File: config.mk
export PLATFORM = sky130hd
export DESIGN_NAME = imem_loader
export DESIGN_NICKNAME = d
export VERILOG_FILES = /design/src/rtl/imem_loader.sv
export SDC_FILE = /design/constraint.sdc
export NUM_CORES = 1
export LEC_CHECK = 0
export ABC_CLOCK_PERIOD_IN_PS = 3900
export CAP_MARGIN = 0
export CORE_MARGIN = 2
export CORE_UTILIZATION = 55
export CTS_BUF_LIST = sky130_fd_sc_hd__clkbuf_8
export DETAILED_ROUTE_END_ITERATION = 6
export PLACE_DENSITY = 0.84
export SYNTH_ARGS = -nofsm -noshare
export SYNTH_HDL_FRONTEND = slang
export SYNTH_SLANG_ARGS = --single-unit
File: constraint.sdc
create_clock -name clk -period 3.9 [get_ports clk]
set_input_delay 0.39 -clock clk [delete_from_list [all_inputs] [get_ports clk]]
set_output_delay 0.39 -clock clk [all_outputs]
set_load 0.01 [all_outputs]
File: src/rtl/imem_loader.sv
`default_nettype none
// ============================================================================
//  Module      : imem_loader
//  Description : Streams 32-bit instruction words from a valid/ready source
//                into a byte-wide instruction memory. Each word is written
//                big-endian, so word[31:24] goes to the lowest address. The
//                processor is held in reset for the whole session.
//  Revision    : 1.0 - initial release
// ----------------------------------------------------------------------------
//  Ports
//    clk              rising-edge clock
//    rst_n            asynchronous active-low reset
//    i_start          one-cycle session request (honoured only when idle)
//    i_base_addr      byte address of the first word (captured with start)
//    i_word_count     number of words in the session (captured with start)
//    i_s_valid        source has a word available
//    i_s_data         source instruction word
//    o_s_ready        loader takes a word this cycle
//    o_mem_we         byte write strobe
//    o_mem_waddr      byte write address
//    o_mem_wdata      byte write data
//    o_busy           session in progress (start through done)
//    o_cpu_hold       processor reset hold, identical to o_busy
//    o_done           one-cycle end-of-session pulse
//    o_err            sticky error, cleared by the next accepted start
//    o_words_written  words fully written in the current / last session
// ============================================================================
module imem_loader #(
  parameter int BUS_WIDTH = 32,
  parameter int WIDTH     = 8,
  parameter int DEPTH     = 1024
) (
  input  logic                 clk,
  input  logic                 rst_n,
  input  logic                 i_start,
  input  logic [BUS_WIDTH-1:0] i_base_addr,
  input  logic [15:0]          i_word_count,
  input  logic                 i_s_valid,
  input  logic [BUS_WIDTH-1:0] i_s_data,
  output logic                 o_s_ready,
  output logic                 o_mem_we,
  output logic [BUS_WIDTH-1:0] o_mem_waddr,
  output logic [WIDTH-1:0]     o_mem_wdata,
  output logic                 o_busy,
  output logic                 o_cpu_hold,
  output logic                 o_done,
  output logic                 o_err,
  output logic [15:0]          o_words_written
);

  // Highest byte address at which a whole word still fits in memory.
  localparam logic [BUS_WIDTH-1:0] c_LAST_WORD_ADDR = BUS_WIDTH'(DEPTH - 4);
  localparam logic [BUS_WIDTH-1:0] c_WORD_BYTES     = BUS_WIDTH'(4);
  localparam logic [BUS_WIDTH-1:0] c_ONE            = BUS_WIDTH'(1);

  typedef enum logic [1:0] {
    S_IDLE  = 2'd0,
    S_FETCH = 2'd1,
    S_WRITE = 2'd2,
    S_DONE  = 2'd3
  } state_t;

  state_t                r_state, w_state_nxt;

  logic [BUS_WIDTH-1:0]  r_addr, w_addr_nxt;
  logic [15:0]           r_count, w_count_nxt;
  logic [BUS_WIDTH-1:0]  r_shift, w_shift_nxt;
  logic [1:0]            r_k, w_k_nxt;
  logic [15:0]           r_words, w_words_nxt;
  logic                  r_err, w_err_nxt;
  logic                  r_s_ready, w_s_ready_nxt;
  logic                  r_mem_we, w_mem_we_nxt;
  logic [BUS_WIDTH-1:0]  r_mem_waddr, w_mem_waddr_nxt;
  logic [WIDTH-1:0]      r_mem_wdata, w_mem_wdata_nxt;
  logic                  r_busy, w_busy_nxt;
  logic                  r_done, w_done_nxt;
  logic [15:0]           w_words_inc;
  logic                  w_misaligned;

  assign w_words_inc  = r_words + 16'd1;
  assign w_misaligned = (i_base_addr[1:0] != 2'b00);

  // --------------------------------------------------------------------------
  // State register
  // --------------------------------------------------------------------------
  always_ff @(posedge clk or negedge rst_n) begin
    if (!rst_n) begin
      r_state <= S_IDLE;
    end else begin
      r_state <= w_state_nxt;
    end
  end

  // --------------------------------------------------------------------------
  // Next state and next values of every registered output. Outputs are
  // computed one cycle ahead so that each one comes straight from a flop.
  // --------------------------------------------------------------------------
  always_comb begin
    w_state_nxt     = r_state;
    w_addr_nxt      = r_addr;
    w_count_nxt     = r_count;
    w_shift_nxt     = r_shift;
    w_k_nxt         = r_k;
    w_words_nxt     = r_words;
    w_err_nxt       = r_err;
    w_mem_we_nxt    = 1'b0;
    w_mem_waddr_nxt = r_mem_waddr;
    w_mem_wdata_nxt = r_mem_wdata;
    w_done_nxt      = 1'b0;

    case (r_state)
      S_IDLE: begin
        if (i_start) begin
          w_addr_nxt  = i_base_addr;
          w_count_nxt = i_word_count;
          w_words_nxt = 16'd0;
          w_err_nxt   = w_misaligned;
          if (w_misaligned || (i_word_count == 16'd0)) begin
            w_state_nxt = S_DONE;
            w_done_nxt  = 1'b1;
          end else begin
            w_state_nxt = S_FETCH;
          end
        end
      end

      S_FETCH: begin
        // o_s_ready is high throughout FETCH, so valid alone means accept.
        if (i_s_valid) begin
          if (r_addr > c_LAST_WORD_ADDR) begin
            // Word would run past the end of memory: drop it, flag, finish.
            w_err_nxt   = 1'b1;
            w_state_nxt = S_DONE;
            w_done_nxt  = 1'b1;
          end else begin
            w_shift_nxt     = i_s_data;
            w_k_nxt         = 2'd0;
            w_mem_we_nxt    = 1'b1;
            w_mem_waddr_nxt = r_addr;
            w_mem_wdata_nxt = i_s_data[BUS_WIDTH-1 -: WIDTH];
            w_state_nxt     = S_WRITE;
          end
        end
      end

      S_WRITE: begin
        if (r_k != 2'd3) begin
          // The byte on the bus is always the top of r_shift; the next one
          // sits just below it, and the shift lines it up for the cycle after.
          w_k_nxt         = r_k + 2'd1;
          w_mem_we_nxt    = 1'b1;
          w_mem_waddr_nxt = r_mem_waddr + c_ONE;
          w_mem_wdata_nxt = r_shift[BUS_WIDTH-1-WIDTH -: WIDTH];
          w_shift_nxt     = r_shift << WIDTH;
        end else begin
          w_words_nxt = w_words_inc;
          w_addr_nxt  = r_addr + c_WORD_BYTES;
          if (w_words_inc < r_count) begin
            w_state_nxt = S_FETCH;
          end else begin
            w_state_nxt = S_DONE;
            w_done_nxt  = 1'b1;
          end
        end
      end

      S_DONE: begin
        w_state_nxt = S_IDLE;
      end

      default: begin
        w_state_nxt = S_IDLE;
      end
    endcase

    w_busy_nxt    = (w_state_nxt != S_IDLE);
    w_s_ready_nxt = (w_state_nxt == S_FETCH);
  end

  // --------------------------------------------------------------------------
  // Datapath and output registers
  // --------------------------------------------------------------------------
  always_ff @(posedge clk or negedge rst_n) begin
    if (!rst_n) begin
      r_addr      <= '0;
      r_count     <= '0;
      r_shift     <= '0;
      r_k         <= '0;
      r_words     <= '0;
      r_err       <= 1'b0;
      r_s_ready   <= 1'b0;
      r_mem_we    <= 1'b0;
      r_mem_waddr <= '0;
      r_mem_wdata <= '0;
      r_busy      <= 1'b0;
      r_done      <= 1'b0;
    end else begin
      r_addr      <= w_addr_nxt;
      r_count     <= w_count_nxt;
      r_shift     <= w_shift_nxt;
      r_k         <= w_k_nxt;
      r_words     <= w_words_nxt;
      r_err       <= w_err_nxt;
      r_s_ready   <= w_s_ready_nxt;
      r_mem_we    <= w_mem_we_nxt;
      r_mem_waddr <= w_mem_waddr_nxt;
      r_mem_wdata <= w_mem_wdata_nxt;
      r_busy      <= w_busy_nxt;
      r_done      <= w_done_nxt;
    end
  end

  assign o_s_ready       = r_s_ready;
  assign o_mem_we        = r_mem_we;
  assign o_mem_waddr     = r_mem_waddr;
  assign o_mem_wdata     = r_mem_wdata;
  assign o_busy          = r_busy;
  assign o_cpu_hold      = r_busy;
  assign o_done          = r_done;
  assign o_err           = r_err;
  assign o_words_written = r_words;

endmodule
`default_nettype wire
==> reports/results.txt <==
First-pass GRT wire length = 36,300 um
WP data arrival = 3.63 ns
Setup violators final = 0
Met3 Use GR = 5.39%
CP Data Required Time = 4.29 ns
MaxCap Viol Count = 0
Post-synth EDFFs = 0
Post-DRT Antenna Nets = 0
Initial Util = 56.0%
Leak = 4.16 nW
Routed WL per cell = 18.0 um
Largest net degree at the start of global routing = 110
Max VDD drop = 0.447 mV
Busiest grt layer = met2
CTS Buf Count = 17
Total gr overflow = 0
Most common flop cell mapped by yosys = dfrtp_1
H-tree depth = 4
Reg-to-Reg Start = o_words_written[2]$_DFFE_PN0P_
Mapped cell area = 8120 um2
WL final = 21,800 um
Vias per cell = 6.26
Synthesized area per cell = 8.99 um2
FP Rows = 44
DP Area = 9650 um2
GRT met1 Usage = 38.7%
Yosys top cell area share = 42.2%
CTS tree = yes
Root buffer cell = clkbuf_8
Vias in the first global route = 7,097
Full die area = 15,700 um2
Critical path class = reg -> reg
Diode count = 0
Ports = 146
Hold_buf cts = 0
Mapped Nets = 1,010
Largest stage delay, worst path = 0.59 ns
Cell area after layout = 10,100 um2
Syn-to-layout area delta = 24.3%
Power per cell area = 746 nW/um2
Worst Setup SP = o_words_written[2]$_DFFE_PN0P_
Slew HR = 31.9%
Post-DP HPWL = 14,700 um
CP Buf/Inv Count = 0
Most frequent cell after synthesis = dfrtp_1
Critical Path Start Type = flip-flop
Synth warn = 0
Hold WS = 0.0663 ns
Cts repair resizes = 0
Worst skew pair latency = 0.45 ns
Worst Setup End Kind = flip-flop
Core Area = 14,500 um2
Die Height = 125 um
First drt pass iteration count = 5
Yosys reg bits = 137
Met2 Usage GRT = 44.0%
IO buf count = 145
Via Count = 7,598
Max stage delay cell, worst path = or4_4
Max Buffers Root-to-Sink = 2
Final WS setup = 0.667 ns
Share of flip-flops with an asynchronous set or reset = 100%
Tot Pwr = 0.00753 W
Residual DRC = 0
Max Transition Viols Final = 0
Fmax achieved = 309 MHz
Total Neg Setup Slack = 0 ns
GR Util All Layers = 27.9%
Mapped Cells = 903
Iter 0 DRT Violations = 892
Sink Count = 137
Unrepaired setup endpoints after global routing = false
Pre-CTS setup slack = 0.737 ns
Layout cells sized above 1 = 8.35%
Cell taking the most area after synthesis = dfrtp_1
Cell Chain, Critical Path = nand4_1, or4_4, nor4_4, xor2_1, ha_1, a21oi_1, o21ai_0, a32o_1, a31oi_1, o221a_2
Clk slew on worst S/H paths = 0.09 ns
Initial antenna violation count = 0
Final hold violation count = 0
Period utilisation layout = 82.9%
Worst slew pin tran = 1.02 ns
Seq/Total Area, Yosys = 42.2%
# Post-CTS Setup Buffers = 0
Synth top cells by count = 137 x dfrtp_1, 118 x o21ai_0, 75 x nand2_1, 62 x nand3_1, 44 x clkbuf_1
Outcome = complete, no violations
Min-delay worst type = in -> async
Crit-path leading delay family = simple AND/OR/NAND/NOR gates
Die X = 125 um
Post-synth cell types = 64
RePlAce Congestion = 0.874
Max Clock Skew = 0.0162 ns
Period minus WS final = 3.23 ns
CP max FO = 8
Ranking of synthesized cells by area = dfrtp_1 42%, o21ai_0 7.3%, mux2i_1 3.9%, nand3_1 3.8%, ha_1 3.5%
Fin nets = 1,124
==> worst reg2reg max path, stage by stage, from the launching register on <==
cell	delay [ns]
dfrtp_1	0.50
nand4_1	0.27
or4_4	0.59
nor4_4	0.29
xor2_1	0.22
ha_1	0.27
a21oi_1	0.18
o21ai_0	0.13
a32o_1	0.27
a31oi_1	0.23
o221a_2	0.23
==> routing by layer <==
metal / vias to the layer above / wire [um] / part of all wire, %
li1: 3611 / - / -
met1: 3671 / 9570 / 44
met2: 270 / 10400 / 48
met3: 46 / 1250 / 5.7
met4: 0 / 596 / 2.7
met5: - / 0 / 0
==> registers in the layout, summed over array words and instances, names as in the netlist <==
register	flops
o_done	1
o_mem_wdata	8
o_mem_waddr	32
r_shift	24
o_s_ready	1
o_err	1
o_mem_we	1
r_count	16
r_state	2
o_words_written	16
o_busy	1
r_k	2
r_addr	32
==> cells by family (layout without fill, tap and decap cells) <==
logic type               Yosys count  after routing  synth area share (%)
AO/OA/AOI/OAI                    274            274                  21.2
XOR/XNOR                          14             14                  1.51
adder cells (fa/ha/maj)           23             23                  3.55
buffers and inverters            100            227                  5.04
flip-flops                       137            137                  42.2
multiplexers                      48             48                  6.17
AND/OR/NAND/NOR                  307            307                  20.3
==> final cells by class <==
type	instances	area, um2
Clock buffer	18	248
Clock inverter	14	186
Fill cell	1152	4390
Inverter	38	143
Multi-Input combinational cell	666	4310
Sequential cell	137	3430
Tap cell	184	230
Timing Repair Buffer	157	1540
==> per-stage QoR <==
stage          instances  utilization [%]
6_report            1214             69.7
5_1_grt             1214             69.7
4_1_cts             1214             69.7
3_5_place_dp        1182             66.7
3_3_place_gp        1182             66.7
2_1_floorplan        903                -
==> worst paths after layout <==
kind | endpoint | slack [ns] | cells after the start
max | o_s_ready$_DFF_PN0_ | 0.67 | 10
min | r_addr[30]$_DFFE_PN0P_ | 0.07 | 1
max reg2reg | o_s_ready$_DFF_PN0_ | 0.67 | 10
min reg2reg | r_count[3]$_DFFE_PN0P_ | 0.51 | 1
max in group asynchronous | r_shift[12]$_DFFE_PN0P_ | 2.99 | 2
min in group clk | r_shift[6]$_DFFE_PN0P_ | 0.49 | 3
==> cell usage in the layout (no fill, tap or decap), drive strengths merged, types with 5 or more instances in the layout <==
master           n
nand3           62
o22ai           21
and3            21
clkbuf          18
a22o             8
o31ai            5
ha              23
buf             13
mux2            16
or4              9
o21ai          124
or3              6
nor4            27
clkdlybuf4s50  144
xnor2            8
nor3            17
inv             44
a31oi            6
a41o             5
dfrtp          137
a211o           12
nand2b          10
o211ai          16
nor2            32
nand4           30
a21oi           39
nand2           75
mux2i           32
xor2             6
a2bb2oi          8
==> power breakdown <==
group | total (W) | internal [W] | switching (W)
sequential | 0.00269 | 0.00204 | 0.000649
combinational | 0.00356 | 0.00153 | 0.00204
clock | 0.00128 | 0.000667 | 0.000613
total | 0.00753 | 0.00423 | 0.00330
(Power assumes the default switching activity.)
